## src/rtl/uart_word_ctrl_if.sv

```systemverilog
// uart_word_ctrl_if: UART byte handshake plus datapath operand/result word handshakes.
// The master modport is the controller's view; slave is the UART/datapath side.
interface uart_word_ctrl_if #(
  parameter int WORD_W = 32
);
  logic              rx_readable;
  logic [7:0]        rx_data;
  logic              rx_used_tick;
  logic              tx_start;
  logic [7:0]        tx_data;
  logic              tx_busy;
  logic [WORD_W-1:0] in_data;
  logic              in_valid;
  logic              in_ready;
  logic [WORD_W-1:0] out_data;
  logic              out_valid;
  logic              out_ready;
  logic              rx_err;

  modport master (
    input  rx_readable, rx_data, tx_busy, in_ready, out_data, out_valid,
    output rx_used_tick, tx_start, tx_data, in_data, in_valid, out_ready, rx_err
  );

  modport slave (
    output rx_readable, rx_data, tx_busy, in_ready, out_data, out_valid,
    input  rx_used_tick, tx_start, tx_data, in_data, in_valid, out_ready, rx_err
  );
endinterface

```

## src/rtl/uart_word_ctrl.sv

```systemverilog
// uart_word_ctrl: packs received UART bytes into WORD_W operands and serialises result words, LSB byte first.
// Optional macro UART_CTRL_TIMEOUT_EN discards a stalled partial RX word after TIMEOUT_CYC idle cycles.
module uart_word_ctrl #(
  parameter int WORD_W      = 32,
  parameter int TIMEOUT_CYC = 100000
) (
  input logic              clk,
  input logic              rst_n,
  uart_word_ctrl_if.master bus
);
  localparam int NBYTES = WORD_W / 8;
  localparam int CNT_W  = (NBYTES > 1) ? $clog2(NBYTES) : 1;
  localparam logic [CNT_W-1:0] LAST_LANE = CNT_W'(NBYTES - 1);

  typedef enum logic [1:0] {
    RX_COLLECT = 2'd0,
    RX_ACK     = 2'd1,
    RX_HOLD    = 2'd2
  } rx_state_e;

  typedef enum logic [1:0] {
    TX_IDLE    = 2'd0,
    TX_START   = 2'd1,
    TX_WAIT_HI = 2'd2,
    TX_WAIT_LO = 2'd3
  } tx_state_e;

  rx_state_e         rx_state_q, rx_state_d;
  logic [CNT_W-1:0]  rx_cnt_q, rx_cnt_d;
  logic [WORD_W-1:0] rx_buf_q, rx_buf_d;
  logic              rx_used_q, rx_used_d;
  logic              in_valid_q, in_valid_d;

  tx_state_e         tx_state_q, tx_state_d;
  logic [CNT_W-1:0]  tx_cnt_q, tx_cnt_d;
  logic [WORD_W-1:0] tx_buf_q, tx_buf_d;
  logic [7:0]        tx_data_q, tx_data_d;
  logic              tx_start_q, tx_start_d;
  logic              out_ready_q, out_ready_d;

`ifdef UART_CTRL_TIMEOUT_EN
  localparam int TO_W = $clog2(TIMEOUT_CYC + 1);
  localparam logic [TO_W-1:0] TO_LAST = TO_W'(TIMEOUT_CYC - 1);

  logic [TO_W-1:0] to_cnt_q, to_cnt_d;
  logic            rx_err_q, rx_err_d;

  // Inter-byte idle counter and its discard pulse
  always_ff @(posedge clk or negedge rst_n) begin
    if (!rst_n) begin
      to_cnt_q <= {TO_W{1'b0}};
      rx_err_q <= 1'b0;
    end else begin
      to_cnt_q <= to_cnt_d;
      rx_err_q <= rx_err_d;
    end
  end

  assign bus.rx_err = rx_err_q;
`else
  logic unused_timeout_cfg;
  assign unused_timeout_cfg = (TIMEOUT_CYC != 0);
  assign bus.rx_err         = 1'b0;
`endif

  // RX state, byte lanes and handshake outputs
  always_ff @(posedge clk or negedge rst_n) begin
    if (!rst_n) begin
      rx_state_q <= RX_COLLECT;
      rx_cnt_q   <= {CNT_W{1'b0}};
      rx_buf_q   <= {WORD_W{1'b0}};
      rx_used_q  <= 1'b0;
      in_valid_q <= 1'b0;
    end else begin
      rx_state_q <= rx_state_d;
      rx_cnt_q   <= rx_cnt_d;
      rx_buf_q   <= rx_buf_d;
      rx_used_q  <= rx_used_d;
      in_valid_q <= in_valid_d;
    end
  end

  // RX next-state: collect a byte, absorb the UART's stale readable for a cycle, then present the word
  always_comb begin
    rx_state_d = rx_state_q;
    rx_cnt_d   = rx_cnt_q;
    rx_buf_d   = rx_buf_q;
    rx_used_d  = 1'b0;
    in_valid_d = in_valid_q;
`ifdef UART_CTRL_TIMEOUT_EN
    to_cnt_d   = {TO_W{1'b0}};
    rx_err_d   = 1'b0;
`endif
    case (rx_state_q)
      RX_COLLECT: begin
        if (bus.rx_readable) begin
          rx_buf_d[{rx_cnt_q, 3'b000} +: 8] = bus.rx_data;
          rx_cnt_d   = (rx_cnt_q == LAST_LANE) ? {CNT_W{1'b0}} : rx_cnt_q + 1'b1;
          rx_used_d  = 1'b1;
          rx_state_d = RX_ACK;
        end else begin
`ifdef UART_CTRL_TIMEOUT_EN
          if (rx_cnt_q != {CNT_W{1'b0}}) begin
            if (to_cnt_q == TO_LAST) begin
              rx_cnt_d = {CNT_W{1'b0}};
              rx_buf_d = {WORD_W{1'b0}};
              rx_err_d = 1'b1;
            end else begin
              to_cnt_d = to_cnt_q + 1'b1;
            end
          end else begin
            to_cnt_d = {TO_W{1'b0}};
          end
`else
          rx_state_d = RX_COLLECT;
`endif
        end
      end
      RX_ACK: begin
        // A wrapped counter after a consumed byte means the word is complete
        if (rx_cnt_q == {CNT_W{1'b0}}) begin
          rx_state_d = RX_HOLD;
          in_valid_d = 1'b1;
        end else begin
          rx_state_d = RX_COLLECT;
        end
      end
      RX_HOLD: begin
        if (bus.in_ready) begin
          in_valid_d = 1'b0;
          rx_state_d = RX_COLLECT;
        end else begin
          in_valid_d = 1'b1;
        end
      end
      default: begin
        rx_state_d = RX_COLLECT;
        in_valid_d = 1'b0;
      end
    endcase
  end

  // TX state, word buffer and UART strobe outputs
  always_ff @(posedge clk or negedge rst_n) begin
    if (!rst_n) begin
      tx_state_q  <= TX_IDLE;
      tx_cnt_q    <= {CNT_W{1'b0}};
      tx_buf_q    <= {WORD_W{1'b0}};
      tx_data_q   <= 8'h00;
      tx_start_q  <= 1'b0;
      out_ready_q <= 1'b1;
    end else begin
      tx_state_q  <= tx_state_d;
      tx_cnt_q    <= tx_cnt_d;
      tx_buf_q    <= tx_buf_d;
      tx_data_q   <= tx_data_d;
      tx_start_q  <= tx_start_d;
      out_ready_q <= out_ready_d;
    end
  end

  // TX next-state: one byte per busy high/low cycle of the UART transmitter
  always_comb begin
    tx_state_d  = tx_state_q;
    tx_cnt_d    = tx_cnt_q;
    tx_buf_d    = tx_buf_q;
    tx_data_d   = tx_data_q;
    tx_start_d  = 1'b0;
    out_ready_d = out_ready_q;
    case (tx_state_q)
      TX_IDLE: begin
        if (bus.out_valid) begin
          tx_buf_d    = bus.out_data;
          tx_cnt_d    = {CNT_W{1'b0}};
          out_ready_d = 1'b0;
          tx_state_d  = TX_START;
        end else begin
          out_ready_d = 1'b1;
        end
      end
      TX_START: begin
        if (!bus.tx_busy) begin
          tx_data_d  = tx_buf_q[{tx_cnt_q, 3'b000} +: 8];
          tx_start_d = 1'b1;
          tx_state_d = TX_WAIT_HI;
        end else begin
          tx_state_d = TX_START;
        end
      end
      TX_WAIT_HI: begin
        if (bus.tx_busy) begin
          tx_state_d = TX_WAIT_LO;
        end else begin
          tx_state_d = TX_WAIT_HI;
        end
      end
      TX_WAIT_LO: begin
        if (!bus.tx_busy) begin
          if (tx_cnt_q == LAST_LANE) begin
            tx_cnt_d    = {CNT_W{1'b0}};
            out_ready_d = 1'b1;
            tx_state_d  = TX_IDLE;
          end else begin
            tx_cnt_d   = tx_cnt_q + 1'b1;
            tx_state_d = TX_START;
          end
        end else begin
          tx_state_d = TX_WAIT_LO;
        end
      end
      default: begin
        tx_state_d  = TX_IDLE;
        out_ready_d = 1'b1;
      end
    endcase
  end

  // The lane buffer only changes while collecting, so it doubles as the held operand
  assign bus.in_data      = rx_buf_q;
  assign bus.in_valid     = in_valid_q;
  assign bus.rx_used_tick = rx_used_q;
  assign bus.tx_data      = tx_data_q;
  assign bus.tx_start     = tx_start_q;
  assign bus.out_ready    = out_ready_q;
endmodule

```

## src/flat_wrapper.sv

```systemverilog
// flat-port wrapper written by rule: the top's interface ports become plain ports
module uart_word_ctrl_flat 
#(
  parameter int WORD_W      = 32,
  parameter int TIMEOUT_CYC = 100000
)
  (clk, rst_n, bus_rx_readable, bus_rx_data, bus_tx_busy, bus_in_ready, bus_out_data, bus_out_valid, bus_rx_used_tick, bus_tx_start, bus_tx_data, bus_in_data, bus_in_valid, bus_out_ready, bus_rx_err);
  uart_word_ctrl_if #(.WORD_W(WORD_W)) bus_i ();
  input logic clk;
  input logic rst_n;
  input wire logic [$bits(bus_i.rx_readable)-1:0] bus_rx_readable;
  input wire logic [$bits(bus_i.rx_data)-1:0] bus_rx_data;
  input wire logic [$bits(bus_i.tx_busy)-1:0] bus_tx_busy;
  input wire logic [$bits(bus_i.in_ready)-1:0] bus_in_ready;
  input wire logic [$bits(bus_i.out_data)-1:0] bus_out_data;
  input wire logic [$bits(bus_i.out_valid)-1:0] bus_out_valid;
  output wire logic [$bits(bus_i.rx_used_tick)-1:0] bus_rx_used_tick;
  output wire logic [$bits(bus_i.tx_start)-1:0] bus_tx_start;
  output wire logic [$bits(bus_i.tx_data)-1:0] bus_tx_data;
  output wire logic [$bits(bus_i.in_data)-1:0] bus_in_data;
  output wire logic [$bits(bus_i.in_valid)-1:0] bus_in_valid;
  output wire logic [$bits(bus_i.out_ready)-1:0] bus_out_ready;
  output wire logic [$bits(bus_i.rx_err)-1:0] bus_rx_err;
  assign bus_i.rx_readable = bus_rx_readable;
  assign bus_i.rx_data = bus_rx_data;
  assign bus_i.tx_busy = bus_tx_busy;
  assign bus_i.in_ready = bus_in_ready;
  assign bus_i.out_data = bus_out_data;
  assign bus_i.out_valid = bus_out_valid;
  assign bus_rx_used_tick = bus_i.rx_used_tick;
  assign bus_tx_start = bus_i.tx_start;
  assign bus_tx_data = bus_i.tx_data;
  assign bus_in_data = bus_i.in_data;
  assign bus_in_valid = bus_i.in_valid;
  assign bus_out_ready = bus_i.out_ready;
  assign bus_rx_err = bus_i.rx_err;
  uart_word_ctrl #(.WORD_W(WORD_W), .TIMEOUT_CYC(TIMEOUT_CYC)) u_core (.clk(clk), .rst_n(rst_n), .bus(bus_i));
endmodule
```

## config.mk

```make
export PLATFORM = sky130hd
export DESIGN_NAME = uart_word_ctrl_flat
export DESIGN_NICKNAME = d
export VERILOG_FILES = /design/src/rtl/uart_word_ctrl_if.sv /design/src/rtl/uart_word_ctrl.sv /design/src/flat_wrapper.sv
export SDC_FILE = /design/constraint.sdc
export NUM_CORES = 1
export LEC_CHECK = 0
export CAP_MARGIN = 20
export CORE_MARGIN = 2
export CORE_UTILIZATION = 51
export CTS_BUF_LIST = sky130_fd_sc_hd__clkbuf_8
export CTS_CLUSTER_DIAMETER = 200
export CTS_CLUSTER_SIZE = 14
export DETAILED_ROUTE_END_ITERATION = 10
export MAX_ROUTING_LAYER = met4
export PLACE_DENSITY = 0.82
export SLEW_MARGIN = 10
export SYNTH_ARGS = -nofsm -noshare
export SYNTH_HDL_FRONTEND = slang
export SYNTH_SLANG_ARGS = --single-unit
```

## constraint.sdc

```tcl
create_clock -name clk -period 2.5 [get_ports clk]
set_clock_uncertainty 0.15 [all_clocks]
set_input_delay 0.5 -clock clk [delete_from_list [all_inputs] [get_ports clk]]
set_output_delay 0.5 -clock clk [all_outputs]
set_load 0.01 [all_outputs]
```

Word-level counts from Yosys, hierarchy flattened:

Cells that the tools add are included.

* register bits after elaboration: 84
* latch bits: 0
* bits in writable memories: 0
* bits in read-only memories: 0
* bits of input ports: 46
* output and inout port bits: 45
* memories: 0

* add/sub/neg operators: 3
* multipliers: 0
* divide/modulo/power cells: 0
* order comparisons: 0
* equal/unequal tests: 12
* shifts and indexed selects: 3
* multiplexer cells: 27
* bitwise logic cells: 2
* reductions and logical operators: 10

Operator list (count)
* 32-bit bitwise mux: 1
* 8-bit by 7-bit variable shift with 32-bit output (first input constant): 1
* 32-bit by 6-bit indexed part select with 8-bit output: 1
* 8-bit by 7-bit indexed part select with 32-bit output: 1
* 2-bit 2-to-1 mux: 9
* 1-bit 2-to-1 mux: 12
* 2-bit equality test (second input constant): 5
* 2-bit case mux with 4 select lines: 1
* 2-bit AND reduction: 4
* 5-bit negation with 7-bit output: 1
* 2-bit zero test: 3
* 2-bit inequality test (second input constant): 3
* 2-bit case mux with 3 select lines: 1
* 3-bit AND reduction: 2
* 2-bit by 1-bit adder with 2-bit output (second input constant): 2
* 2-bit by 1-bit equality test with 1-bit output (second input constant): 2
* 2-bit by 1-bit inequality test with 1-bit output (second input constant): 2
* 2-bit case mux with 2 select lines: 1
* 1-bit case mux with 3 select lines: 1
* 1-bit NOT: 2
* 1-bit case mux with 2 select lines: 1
* 2-bit nonzero test: 1

Logic depth before layout (Yosys ltp):

* depth after elaboration: 4
* mapped depth: 7

Worst setup path after synthesis:

No wires, ideal clock.

* path type: reg-to-reg
* start point: register u_core.rx_cnt_q[0]
* end point: register u_core.rx_buf_q[16] (netlist: u_core.bus.in_data[16])
* arrival time: 1.677 ns
* data required time: 2.283 ns
* slack: 0.606 ns
* cell stages (with the launch flop): 6
* path buffers: 0
* path through: dfrtp_1 > inv_2 > ha_1 > nand2b_1 > nor4_4 > a22o_1

* cells in the longest elaborated chain, start to end: 3

Ends and longest elaborated chain
* start: declaration: RTL line uart_word_ctrl.sv:29 `logic [CNT_W-1:0] rx_cnt_q, rx_cnt_d;`
* start signal: assignment: RTL line uart_word_ctrl.sv:70 `rx_cnt_q <= {CNT_W{1'b0}};`
* start signal: assignment: RTL line uart_word_ctrl.sv:76 `rx_cnt_q <= rx_cnt_d;`
* 5-bit negation with 7-bit output *: RTL line uart_word_ctrl.sv:97 `rx_buf_d[{rx_cnt_q, 3'b000} +: 8] = bus.rx_data;`
* 8-bit by 7-bit indexed part select with 32-bit output or 8-bit by 7-bit variable shift with 32-bit output (tied branches): RTL line uart_word_ctrl.sv:97
* 32-bit bitwise mux *: RTL line uart_word_ctrl.sv:97
* end signal: assignment: RTL line uart_word_ctrl.sv:71 `rx_buf_q <= {WORD_W{1'b0}};`
* end signal: assignment: RTL line uart_word_ctrl.sv:77 `rx_buf_q <= rx_buf_d;`
* end: declaration: RTL line uart_word_ctrl.sv:30 `logic [WORD_W-1:0] rx_buf_q, rx_buf_d;`

Every way passes the cells marked *; elsewhere a longest branch is shown, timed or not.
A chain may end at the register's enable or synchronous reset.

Worst setup path in the final report:

* start point: register u_core.out_ready_q (netlist: u_core.bus.out_ready)
* end point: output bus_out_ready

RTL lines
* start: declaration: RTL line uart_word_ctrl.sv:39 `logic out_ready_q, out_ready_d;`
* start signal: assignment: RTL line uart_word_ctrl.sv:158 `out_ready_q <= out_ready_d;`
* end: declaration: RTL line flat_wrapper.sv:22 `output wire logic [$bits(bus_i.out_ready)-1:0] bus_out_ready;`

No word-level cell between the ends.

==> flow_summary.json <==
{
  "cellPowerDensity_mw_per_mm2": 1240,
  "synthArstFlopShare": 1.00,
  "num_antenna_cells": 0,
  "final_common_cell": "clkdlybuf4s50_1",
  "crit_slowest_cell": "dfstp_2",
  "grt_first_pass_wirelength_microns": 12300,
  "ys_types": 34,
  "hold_depth": 2,
  "worst-setup-path-type": "flop to primary output",
  "hold_viol_final": 0,
  "relSlewSlack": 0.645,
  "setup_viol": 0,
  "synth_seq_area_share": 0.575,
  "die_w_microns": 88.7,
  "rsz0062_at_grt": "false",
  "clkLatencyLatePin_ns": 0.34,
  "seqCellArea_sq_mm": 0.00210,
  "drt-total-wl_microns": 7980,
  "timing.hold.ws_ns": 0.337,
  "cts.path.max_buffers": 2,
  "grt_max_degree": 43,
  "fp-row-count": 30,
  "wl_per_cell_microns": 17.5,
  "rrSetupSlack_ns": 0.47,
  "grt_pass1_vias": 2528,
  "arrival_ns": 1.43,
  "cts_tree": "yes",
  "postSynthNetCount": 311,
  "drv_cap": 0,
  "cts.sinks": 84,
  "startpoint_type": "flop",
  "core-area_sq_mm": 0.00687,
  "layout_common_cells": "clkdlybuf4s50_1, dfrtp_1, mux2_2, a22o_1, nand2_1",
  "cts.clk_slew.worst_paths_ns": 0.08,
  "synth-edff-count": 0,
  "netlist_area_sq_mm": 0.00366,
  "syn_area_per_cell_sq_um": 14.3,
  "drt-vias-per-instance": 5.38,
  "dp_hpwl_microns": 5630,
  "io_pins": 91,
  "start_util": 0.532,
  "vias": 2450,
  "dieArea_sq_mm": 0.00786,
  "fillers": 488,
  "finalNetCount": 410,
  "tightest_slew_ns": 0.533,
  "critPathTopFamily": "flip-flops",
  "ys.warnings.count": 0,
  "drtIter0Drc": 90,
  "cp_cell_sequence": "clkdlybuf4s50_1",
  "critical_path_buf_inv_count": 1,
  "drtAntennaViolNets": 0,
  "die_h_microns": 88.7,
  "synth_top_flop_cell": "dfrtp_1",
  "cts.htree.levels": 3,
  "reg2reg_from": "u_core.rx_state_q[0]",
  "timing.final.crit_share": 0.833,
  "utilization": 0.709,
  "p_leak_nw": 2.08,
  "cp_max_fo": 3,
  "cts_inserted_buffers": 9,
  "drt-pass1-iter-count": 4,
  "drive_above_1_share": 0.240,
  "port_buffers": 89,
  "r2r_end": "u_core.bus.in_data[1]",
  "multi_input_area_sq_mm": 0.00143,
  "drc": 0,
  "clock-root-buffer": "clkbuf_8",
  "finalCriticalPeriod_ns": 2.08,
  "worstHoldStart": "u_core.bus.in_data[15]",
  "max_freq_mhz": 480,
  "track_usage": 0.216,
  "tns_ns": 0,
  "yosys_register_bits": 84,
  "crit_required_ns": 1.85,
  "status": "completed",
  "netlist_instances": 255,
  "antenna_found_initial": 0,
  "syn_to_final_growth_pct": 33.2,
  "min_path_type": "flop to flop",
  "gp_congestion": 0.864,
  "grt-ovfl-total": 0,
  "hold_path_end": "u_core.bus.in_data[15]",
  "cp-end-kind": "primary output",
  "r2r_cells": 5,
  "postCtsSetupRepairBufs": 0,
  "ir_drop_mv": 0.588,
  "power.total_mw": 6.02,
  "slew_viol_final": 0,
  "crit_path_max_incr_delay_ns": 0.55
}
## layout make-up
class | count | area share
inverter | 9 | 0.00694
timing repair buffer | 99 | 0.198
sequential | 84 | 0.432
multi-input combinational | 151 | 0.293
clock buffer | 12 | 0.0339
clock inverter | 4 | 0.0113
tap | 96 | 0.0247
## registers in the layout (all words and copies together) (netlist names), 2 cells and up
name                cells
u_core.bus.in_data     32
u_core.tx_buf_q        32
u_core.bus.tx_data      8
u_core.rx_cnt_q         2
u_core.rx_state_q       2
u_core.tx_cnt_q         2
u_core.tx_state_q       2
## logic make-up (layout without fill, tap and decap cells)
kind of cell | after synthesis | after routing | synth area share
buf+inv | 20 | 124 | 0.0349
mux | 49 | 49 | 0.176
other cells | 1 | 1 | 0.00103
simple gates | 43 | 43 | 0.0828
compound gates | 48 | 48 | 0.0955
fa+ha+maj | 10 | 10 | 0.0342
flops | 84 | 84 | 0.575
## worst max path at each step
| stage | start | to | cells after the start |
|---|---|---|---|
| after global placement | bus_rx_readable | u_core.bus.in_data[31] | 4 |
| after floorplan | u_core.rx_cnt_q[0] | u_core.bus.in_data[16] | 5 |
| after detailed placement | bus_rx_readable | u_core.bus.in_data[4] | 4 |
| after CTS | u_core.bus.out_ready | bus_out_ready | 1 |
| after global routing | u_core.rx_state_q[0] | u_core.bus.in_data[0] | 5 |
| final | u_core.bus.out_ready | bus_out_ready | 1 |
## synth_stat cells (2+ instances only)
cell / number / area [sq um]
mux4_2: 7 / 158
nand2_1: 18 / 67.6
nand3_2: 2 / 20.0
ha_1: 10 / 125
nor4b_4: 2 / 47.6
nand3_1: 2 / 10.0
buf_6: 5 / 56.3
inv_1: 8 / 30.0
dfrtp_1: 83 / 2080
nor3_1: 3 / 15.0
a22o_1: 27 / 236
clkbuf_1: 2 / 7.51
buf_4: 4 / 30.0
nand2b_1: 4 / 25.0
mux2_2: 40 / 450
nor2_1: 2 / 7.51
o21ai_0: 14 / 70.1
nor2b_1: 2 / 12.5
a21oi_1: 5 / 25.0
## routing by layer
metal	part of all wire	up-vias	global-route usage
met5	0	-	-
met4	0.0066	0	0.0716
met3	0.059	6	0.0532
met2	0.49	79	0.343
met1	0.44	1240	0.274
li1	-	1125	-
## repair_timing
| action | in CTS | in global routing |
|---|---|---|
| hold endpoints to repair | 39 | 0 |
| gates resized for setup | 0 | 0 |
| hold buffers | 1 | 0 |
## stage by stage
step                      worst slack [ns]  std cells  area [sq um]
after floorplan                      0.606        255          3660
after global placement               0.321        438          4640
after detailed placement             0.213        438          4640
after CTS                            0.395        455          4870
after global routing                 0.340        455          4870
final                                0.417        455          4870
## report_power, final
part	internal, mW	switching, mW	total, mW	leakage [nW]
clock	0.549	0.490	1.04	0.109
sequential	2.01	0.439	2.45	1.07
combinational	1.50	1.02	2.53	0.908
(Power assumes the default switching activity.)
